[src/rtl/div_iter_clz_pkg.sv]
// Shared definitions for the iterative CLZ-aligned divider: widths,
// FSM state encoding, divide-by-zero quotient and a magnitude helper.
package div_iter_clz_pkg;

    localparam int WIDTH = 32;
    localparam int CNT_W = 5;

    localparam logic [WIDTH-1:0] DIV_BY_ZERO_Q = 32'hFFFF_FFFF;

    typedef enum logic [2:0] {
        DIV_IDLE = 3'd0,
        DIV_PREP = 3'd1,
        DIV_ITER = 3'd2,
        DIV_FIX  = 3'd3,
        DIV_DONE = 3'd4
    } div_state_t;

    // Absolute value for signed operands; unsigned operands pass through.
    // The most negative value maps to itself, which is its correct
    // unsigned magnitude.
    function automatic logic [WIDTH-1:0] magnitude(input logic [WIDTH-1:0] value,
                                                   input logic             is_signed);
        return (is_signed && value[WIDTH-1]) ? -value : value;
    endfunction

endpackage

[src/rtl/div_iter_clz_if.sv]
// Request/response bundle between the EX stage and the divider.
// The master is the pipeline side, the slave is the divider.
interface div_iter_clz_if;
    import div_iter_clz_pkg::*;

    logic             start;
    logic             is_signed;
    logic [WIDTH-1:0] dividend;
    logic [WIDTH-1:0] divisor;
    logic             annul;
    logic             busy;
    logic             result_valid;
    logic [WIDTH-1:0] quotient;
    logic [WIDTH-1:0] remainder;

    modport master (
        output start, is_signed, dividend, divisor, annul,
        input  busy, result_valid, quotient, remainder
    );

    modport slave (
        input  start, is_signed, dividend, divisor, annul,
        output busy, result_valid, quotient, remainder
    );

endinterface

[src/rtl/div_iter_clz_clz.sv]
// Combinational count-leading-zeros. An all-zero input reports 0, so
// callers must detect a zero operand separately.
module div_iter_clz_clz
    import div_iter_clz_pkg::*;
(
    input  logic [WIDTH-1:0] value,
    output logic [CNT_W-1:0] count
);

    // Scan upward so the highest set bit is the last one to write the count.
    always_comb begin
        count = '0;
        for (int i = 0; i < WIDTH; i++) begin
            if (value[i]) begin
                count = CNT_W'(WIDTH - 1 - i);
            end
        end
    end

endmodule

[src/rtl/div_iter_clz.sv]
// Multi-cycle DIV/DIVU unit. Leading-zero counts of both magnitudes align
// the divisor under the dividend MSB so only the live quotient bits are
// iterated; trivial cases skip iteration entirely. Results land in
// separate output registers so they stay stable between operations.
module div_iter_clz
    import div_iter_clz_pkg::*;
(
    input  logic           clk,
    input  logic           rst,
    div_iter_clz_if.slave  bus
);

    div_state_t       state;
    div_state_t       next_state;

    logic [WIDTH-1:0] dividend_q;
    logic [WIDTH-1:0] divisor_q;
    logic             signed_q;
    logic             div_zero_q;

    logic [WIDTH-1:0] rem_q;
    logic [WIDTH-1:0] quo_q;
    logic [WIDTH-1:0] den_q;
    logic [CNT_W-1:0] cnt_q;

    logic [WIDTH-1:0] quotient_q;
    logic [WIDTH-1:0] remainder_q;

    logic [WIDTH-1:0] ma;
    logic [WIDTH-1:0] mb;
    logic [CNT_W-1:0] za;
    logic [CNT_W-1:0] zb;
    logic [CNT_W-1:0] shift;
    logic             divisor_zero;
    logic             early_out;
    logic             accept;
    logic             rem_ge;
    logic [WIDTH-1:0] rem_diff;
    logic             neg_quo;
    logic             neg_rem;

    assign ma           = magnitude(dividend_q, signed_q);
    assign mb           = magnitude(divisor_q, signed_q);
    assign divisor_zero = (mb == '0);
    // A divisor with more significant bits than the dividend gives q=0 at once.
    assign early_out    = (ma == '0) || (zb < za);
    assign shift        = zb - za;
    assign rem_ge       = (rem_q >= den_q);
    assign rem_diff     = rem_q - den_q;
    assign neg_quo      = signed_q && (dividend_q[WIDTH-1] ^ divisor_q[WIDTH-1]);
    assign neg_rem      = signed_q && dividend_q[WIDTH-1];
    assign accept       = (state == DIV_IDLE) && bus.start && !bus.annul;

    div_iter_clz_clz u_clz_a (
        .value (ma),
        .count (za)
    );

    div_iter_clz_clz u_clz_b (
        .value (mb),
        .count (zb)
    );

    assign bus.busy         = (state == DIV_PREP) || (state == DIV_ITER) || (state == DIV_FIX);
    assign bus.result_valid = (state == DIV_DONE) && !bus.annul;
    assign bus.quotient     = quotient_q;
    assign bus.remainder    = remainder_q;

    // State register.
    always_ff @(posedge clk) begin
        if (rst) begin
            state <= DIV_IDLE;
        end else begin
            state <= next_state;
        end
    end

    // Sequencing: annul abandons any op in flight and returns to IDLE.
    always_comb begin
        next_state = state;
        case (state)
            DIV_IDLE: begin
                if (accept) begin
                    next_state = DIV_PREP;
                end
            end
            DIV_PREP: begin
                if (bus.annul) begin
                    next_state = DIV_IDLE;
                end else if (divisor_zero || early_out) begin
                    next_state = DIV_FIX;
                end else begin
                    next_state = DIV_ITER;
                end
            end
            DIV_ITER: begin
                if (bus.annul) begin
                    next_state = DIV_IDLE;
                end else if (cnt_q == '0) begin
                    next_state = DIV_FIX;
                end
            end
            DIV_FIX: begin
                next_state = bus.annul ? DIV_IDLE : DIV_DONE;
            end
            DIV_DONE: begin
                next_state = DIV_IDLE;
            end
            default: begin
                next_state = DIV_IDLE;
            end
        endcase
    end

    // Operand capture, alignment, restoring iteration and final sign fix.
    always_ff @(posedge clk) begin
        if (rst) begin
            dividend_q  <= '0;
            divisor_q   <= '0;
            signed_q    <= 1'b0;
            div_zero_q  <= 1'b0;
            rem_q       <= '0;
            quo_q       <= '0;
            den_q       <= '0;
            cnt_q       <= '0;
            quotient_q  <= '0;
            remainder_q <= '0;
        end else begin
            case (state)
                DIV_IDLE: begin
                    if (accept) begin
                        dividend_q <= bus.dividend;
                        divisor_q  <= bus.divisor;
                        signed_q   <= bus.is_signed;
                    end
                end
                DIV_PREP: begin
                    if (divisor_zero) begin
                        quo_q      <= DIV_BY_ZERO_Q;
                        rem_q      <= dividend_q;
                        div_zero_q <= 1'b1;
                    end else if (early_out) begin
                        quo_q      <= '0;
                        rem_q      <= ma;
                        div_zero_q <= 1'b0;
                    end else begin
                        quo_q      <= '0;
                        rem_q      <= ma;
                        den_q      <= mb << shift;
                        cnt_q      <= shift;
                        div_zero_q <= 1'b0;
                    end
                end
                DIV_ITER: begin
                    if (rem_ge) begin
                        rem_q <= rem_diff;
                    end
                    quo_q <= {quo_q[WIDTH-2:0], rem_ge};
                    den_q <= den_q >> 1;
                    if (cnt_q != '0) begin
                        cnt_q <= cnt_q - 1'b1;
                    end
                end
                DIV_FIX: begin
                    if (!bus.annul) begin
                        quotient_q  <= (!div_zero_q && neg_quo) ? -quo_q : quo_q;
                        remainder_q <= (!div_zero_q && neg_rem) ? -rem_q : rem_q;
                    end
                end
                default: begin
                end
            endcase
        end
    end

endmodule

[src/flat_wrapper.sv]
// flat-port wrapper written by rule: the top's interface ports become plain ports
module div_iter_clz_flat import div_iter_clz_pkg::*;
  (clk, rst, bus_start, bus_is_signed, bus_dividend, bus_divisor, bus_annul, bus_busy, bus_result_valid, bus_quotient, bus_remainder);
  div_iter_clz_if bus_i ();
  input  logic clk;
  input  logic rst;
  input wire logic [$bits(bus_i.start)-1:0] bus_start;
  input wire logic [$bits(bus_i.is_signed)-1:0] bus_is_signed;
  input wire logic [$bits(bus_i.dividend)-1:0] bus_dividend;
  input wire logic [$bits(bus_i.divisor)-1:0] bus_divisor;
  input wire logic [$bits(bus_i.annul)-1:0] bus_annul;
  output wire logic [$bits(bus_i.busy)-1:0] bus_busy;
  output wire logic [$bits(bus_i.result_valid)-1:0] bus_result_valid;
  output wire logic [$bits(bus_i.quotient)-1:0] bus_quotient;
  output wire logic [$bits(bus_i.remainder)-1:0] bus_remainder;
  assign bus_i.start = bus_start;
  assign bus_i.is_signed = bus_is_signed;
  assign bus_i.dividend = bus_dividend;
  assign bus_i.divisor = bus_divisor;
  assign bus_i.annul = bus_annul;
  assign bus_busy = bus_i.busy;
  assign bus_result_valid = bus_i.result_valid;
  assign bus_quotient = bus_i.quotient;
  assign bus_remainder = bus_i.remainder;
  div_iter_clz u_core (.clk(clk), .rst(rst), .bus(bus_i));
endmodule
[config.mk]
export PLATFORM = sky130hd
export DESIGN_NAME = div_iter_clz_flat
export DESIGN_NICKNAME = d
export VERILOG_FILES = /design/src/rtl/div_iter_clz_pkg.sv /design/src/rtl/div_iter_clz_if.sv /design/src/rtl/div_iter_clz_clz.sv /design/src/rtl/div_iter_clz.sv /design/src/flat_wrapper.sv
export SDC_FILE = /design/constraint.sdc
export NUM_CORES = 1
export LEC_CHECK = 0
export CAP_MARGIN = 0
export CORE_ASPECT_RATIO = 1.5
export CORE_UTILIZATION = 32
export DETAILED_ROUTE_END_ITERATION = 10
export GPL_ROUTABILITY_DRIVEN = 1
export HOLD_SLACK_MARGIN = 0.08
export PLACE_DENSITY = 0.53
export SYNTH_ARGS = -nofsm -noshare
export SYNTH_HDL_FRONTEND = slang
export SYNTH_SLANG_ARGS = --single-unit
[constraint.sdc]
create_clock -name clk -period 15.3 [get_ports clk]
set_clock_uncertainty 0.2 [all_clocks]
set_input_delay 1.53 -clock clk [delete_from_list [all_inputs] [get_ports clk]]
set_output_delay 1.53 -clock clk [all_outputs]
set_load 0.02 [all_outputs]
==> flow_summary.yaml <==
drt:
  ant_nets: 0
  firstDrtPassIters: 6
  wl_per_cell_um: 21.24
  num_vias: 18310
  wirelength_um: 66740
  drtIter0Drc: 1163
  routed_via_density: 5.828
  drcViolationCount: 0
yosys:
  avgSynthCellArea_um2: 7.319
  synth_warnings: 0
  synth_edf_count: 0
  ys_ff_latch: 234
  syn-cell-area_um2: 17860
  yosysSeqAreaShare_pct: 26.23
  synth_common_cells: "nand2_1, dfxtp_1, a21oi_1, nor2_1, clkbuf_1"
  synth_nets: 2556
  netlist.area_leader.share_pct: 26.23
  synth.most_common_cell: "nand2_1"
  synth_ff_type: "dfxtp_1"
  yosysTopAreaCell: "dfxtp_1"
  async_flop_share_pct: 0
  synth_area_leaders: "dfxtp_1, nand2_1, a21oi_1, nor2_1, o21ai_0"
  synth_cells: 2440
  ys_types: 97
timing:
  rsz0062_at_grt: "false"
  timing.final.crit_period_ns: 7.990
  fin_tns_setup_ns: 0
  setup_viol: 0
  worst_pin_slew_ns: 1.241
  hold_slack_ns: 0.2548
  period_share_pct: 52.22
  relSlewSlack_pct: 17.18
  maxSlewViolCount: 0
  fmax_ghz: 0.1252
  hold_viol_final: 0
clocking:
  cts_root_buf: "clkbuf_16"
  cts_max_level: 1
  cts-buffers-inserted: 28
  cts_tree: "built"
  cts_sinks: 234
  post_cts_buffers: 0
  clkTransAtPathRegs_ns: 0.06
  hold_buffers: 0
  clkLatencyLatePin_ns: 0.58
  post_cts_resized: 0
  cts_max_path_buffers: 3
layout:
  nFillCells: 5903
  drive_above_1_share_pct: 6.620
  final_area_um2: 20430
  fin_nets: 2544
  antenna_cells: 0
  final_util_pct: 37.20
  syn_to_final_growth_pct: 14.40
place:
  numPortBuffers: 134
  placed_area_um2: 19490
  hpwlAfterDp_um: 51120
  gp_congestion: 0.9366
global_routing:
  grt_pass1_vias: 17780
  grt.overflow.total: 0
  track_usage_pct: 23.05
  grt_max_degree: 100
  grt_pass1_wl_um: 103800
  antenna_found_initial: 0
min_path:
  holdPathStages: 2
  holdCritStartpoint: "u_core.bus.quotient[26]"
  min_to: "u_core.bus.quotient[26]"
  hold_class: "reg -> reg"
critical_path:
  worstPathMaxFanout: 50
  cp-end-kind: "flip-flop"
  r2r_cells: 26
  cp.arrival_ns: 8.21
  cp-start-kind: "flip-flop"
  path_buf_inv: 4
  path_delay_family: "compound AO/OA/AOI/OAI gates"
  rr_startpoint: "u_core.dividend_q[0]"
  critical_path_required_ns: 15.52
  cp_common_cell: "a21oi_1"
  ff2ff_setup_slack_ns: 7.31
  r2r-end: "u_core.den_q[26]"
  cpMaxStageDelayCell: "nand4_1"
  cp_slowest_stage_delay_ns: 0.69
  criticalPathCategory: "reg -> reg"
die:
  floorplan.initialDensity_pct: 32.52
  die_w_um: 194.9
  die_area_um2: 56780
  rows: 105
  pin_count: 135
  die_h_um: 291.3
  coreArea_um2: 54920
flow_run:
  drv_cap: 0
run_status:
  status: "completed"
power_and_ir_drop:
  p_per_area_nw_per_um2: 141.0
  p_leak_nw: 7.087
  ir_drop_mv: 0.1035
layout by cell type (no fill, tap or decap), types with 42 or more instances in the layout:
cell type,count
xnor2_1,78
nand3_1,42
nor2_1,224
a22oi_1,42
a211oi_1,67
nor3_1,79
xor2_1,64
nand2_1,311
clkdlybuf4s50_1,133
ha_1,45
inv_1,69
o21ai_0,152
a21oi_1,232
dfxtp_1,234
area by class of cell:
| cell class | count | area, µm² | share of cell area, % |
|---|---|---|---|
| multi-input cells | 1933 | 12130 | 59.37 |
| flip-flops and latches | 234 | 4684 | 22.93 |
| repair buffers | 161 | 1545 | 7.563 |
| well taps | 695 | 869.6 | 4.256 |
| clock buffers | 40 | 837.1 | 4.097 |
| inverters | 70 | 262.8 | 1.286 |
| clock inverters | 9 | 102.6 | 0.5022 |
tightest hold or removal path: cells and delay by family, from the launching register on:
family	cells	cell delay, ns
flip-flops	1	0.31
AND/OR/NAND/NOR	1	0.05
AO/OA/AOI/OAI	1	0.05
stage by stage:
stage	setup WS, ns	cells	power [W]
detailed placement	7.456	3093	0.002178
global placement	7.631	3093	0.002175
finish	7.310	3142	0.002881
floorplan	9.150	2440	0.001739
global route	6.668	3142	0.003053
CTS	7.413	3142	0.002888
how the worst max path moves through the flow:
stage / from / slack, ns / to / cells past startpoint
detailed placement: u_core.dividend_q[0] / 7.46 / u_core.den_q[27] / 26
global placement: u_core.dividend_q[0] / 7.63 / u_core.den_q[27] / 26
CTS: u_core.dividend_q[0] / 7.41 / u_core.den_q[27] / 26
finish: u_core.dividend_q[0] / 7.31 / u_core.den_q[26] / 26
floorplan: u_core.dividend_q[0] / 9.15 / u_core.den_q[8] / 26
global route: u_core.dividend_q[0] / 6.67 / u_core.den_q[27] / 26
registers in the layout, indices dropped and copies added (netlist names):
| signal | cells |
|---|---|
| u_core.state | 3 |
| u_core.cnt_q | 5 |
| u_core.signed_q | 1 |
| u_core.quo_q | 32 |
| u_core.bus.remainder | 32 |
| u_core.div_zero_q | 1 |
| u_core.bus.quotient | 32 |
| u_core.dividend_q | 32 |
| u_core.rem_q | 32 |
| u_core.divisor_q | 32 |
| u_core.den_q | 32 |
logic make-up (layout without fill, tap and decap cells):
logic type,after synthesis,in the layout,synth area share [%]
AOI/OAI and AO/OA,790,790,29.36
xor gates and xnor gates,144,144,7.062
adders and majority gates,47,47,3.377
buffers and inverters,273,280,6.116
DFF,234,234,26.23
muxes,57,57,3.874
and+or+nand+nor,895,895,23.98
where the power goes:
group          total, W  internal (W)  switching [W]
Clock          0.000692      0.000411       0.000282
Sequential     0.000689      0.000639      0.0000500
Combinational   0.00150      0.000527       0.000972
Total           0.00288       0.00158        0.00130
per-layer routing:
layer	up-vias	track usage, %	wire length, µm
met5	-	0	0
met4	0	13.17	3948
met3	149	2.225	2525
met2	531	42.46	34310
met1	8686	25.56	25960
li1	8946	-	-
Power figures use the tool's default switching activity.
==> RTL change (same settings) <==
Change the package constant `WIDTH` from 32 to 36.
--- a/src/rtl/div_iter_clz_pkg.sv
+++ b/src/rtl/div_iter_clz_pkg.sv
@@ -4,3 +4,3 @@
 
-    localparam int WIDTH = 32;
+    localparam int WIDTH = 36;
     localparam int CNT_W = 5;
Ports: changed (resized bus_dividend, bus_divisor, bus_quotient and bus_remainder); port bits go from 135 to 151. No check against the original RTL was run, so the function may have changed too.
==> RTL change against the original RTL <==
Worst setup slack better by 150 ps; sequential cell count rose by 28; cell area rose by 14%; global-route usage fell by 0.093 points; core utilization rose by 0.067 points; power grew 32%; area after synthesis increased by 14%; via count up 15%; sequential share of layout area shrank 0.41 points; routed wire length rose by 15%; critical path depth is 4 lower; largest cell class unchanged.
==> RTL change: results (changes against the original RTL) <==
met2 WL post-DR - 36.8 mm (was 34.3 mm)
largest net degree at the start of global routing - 74 (was 100)
Slew headroom - 0.193 (was 0.172)
Peak VDD IR - 0.129 mV (was 0.104 mV)
initial antenna violation count - 0 (unchanged)
first-pass GRT wire length - 118 mm (was 104 mm)
CP max stage delay - 650 ps (was 690 ps)
First DRT Iteration DRCs - 1588 (was 1163)
Switch Pwr - 1.83 mW (was 1.30 mW)
clock slew at reported path FFs - 60 ps (about the same)
Post-Route WL - 76.7 mm (was 66.7 mm)
GR met1 Demand/Resource - 0.277 (was 0.256)
GR Util met2 - 0.400 (was 0.425)
synth top area cells - dfxtp_1 26%, a21oi_1 6.5%, nand2_1 6.0%, nor2_1 4.9%, xnor2_1 4.2% (was dfxtp_1 26%, nand2_1 6.5%, a21oi_1 6.5%, nor2_1 4.7%, o21ai_0 4.3%)
vias in the first global route - 20000 (was 17800)
Worst Reg-to-Reg Cells - 22 (was 26)
metal3 WL - 3.97 mm (was 2.53 mm)
layout cells sized above 1 - 0.0677 (was 0.0662)
ys flop type - dfxtp_1 (unchanged)
fraction of the mapped netlist area in adder cells - 0.0315 (was 0.0338)
top cells by count, synth - 324 x nand2_1, 266 x nor2_1, 263 x a21oi_1, 262 x dfxtp_1, 207 x clkbuf_1 (was 311 x nand2_1, 234 x dfxtp_1, 232 x a21oi_1, 225 x nor2_1, 167 x clkbuf_1)
crit path DAT - 8130 ps (was 8210 ps)
CP Capture Point - u_core.den_q[27]$_SDFFE_PP0P_ (was u_core.den_q[26]$_SDFFE_PP0P_)
GP Congestion - 0.975 (was 0.937)
CTS buffer count - 31 (was 28)
Leakage - 8.04 nW (was 7.09 nW)
WHS - 253 ps (was 255 ps)
Synth Area in XOR/XNOR - 0.0699 (was 0.0706)
Syn Nets - 2912 (was 2556)
Hold Crit Start - u_core.bus.remainder[25]$_SDFFE_PP0P_ (was u_core.bus.quotient[26]$_SDFFE_PP0P_)
clk_lat worst skew - 610 ps (was 580 ps)
Total GRT Usage - 0.230 (about the same)
post-synthesis compound-gate area fraction - 0.289 (was 0.294)
worst r2r dst - u_core.den_q[27]$_SDFFE_PP0P_ (was u_core.den_q[26]$_SDFFE_PP0P_)
Reg2Reg Setup Slack - 7460 ps (was 7310 ps)
Metal-1 WL - 31.7 mm (was 26.0 mm)
slowest CP cell - fa_2 (was nand4_1)
Longest Clk Path Bufs - 3 (unchanged)
run status - complete, no violations (unchanged)
WHS Endpoint - u_core.bus.remainder[25]$_SDFFE_PP0P_ (was u_core.bus.quotient[26]$_SDFFE_PP0P_)
sequential share of the synthesized area - 0.258 (was 0.262)
DR pass1 iterations - 5 (was 6)
Synth cell types - 91 (was 97)
max layer used - met4 (unchanged)
RR Startpoint - u_core.signed_q$_SDFFE_PP0P_ (was u_core.dividend_q[0]$_SDFFE_PP0P_)
hpwl dp - 57.7 mm (was 51.1 mm)
critical path peak fanout - 51 (was 50)
vias - 21100 (was 18300)
met3 usage - 0.0232 (was 0.0222)
mux share of post-synthesis cell area - 0.0477 (was 0.0387)
port bufs - 150 (was 134)
RTL change: area by class of cell:
type	count	area [um^2]
timing repair buffer	190	1800
inverter	82	308
tap	798	998
fill	6651	39200
sequential	262	5250
clock buffer	43	891
antenna	1	2.50
multi-input combinational	2200	13900
clock inverter	13	180
RTL change: power by group through the flow:
stage	registers (mW)	logic (mW)	clock network [mW]
2_1_floorplan	0.775	1.59	0
3_3_place_gp	0.814	2.18	0
3_5_place_dp	0.816	2.19	0
4_1_cts	0.801	2.20	0.811
5_1_grt	0.809	2.41	0.840
6_report	0.803	2.22	0.786
RTL change: stage by stage:
step	setup WS (ps)	instance area (um^2)	cells	total power, mW
6_report	7460	23300	3589	3.81
5_1_grt	6940	23300	3588	4.05
4_1_cts	7560	23300	3588	3.81
3_5_place_dp	7600	22200	3532	3.00
3_3_place_gp	7810	22200	3532	3.00
2_1_floorplan	8970	20300	2785	2.37
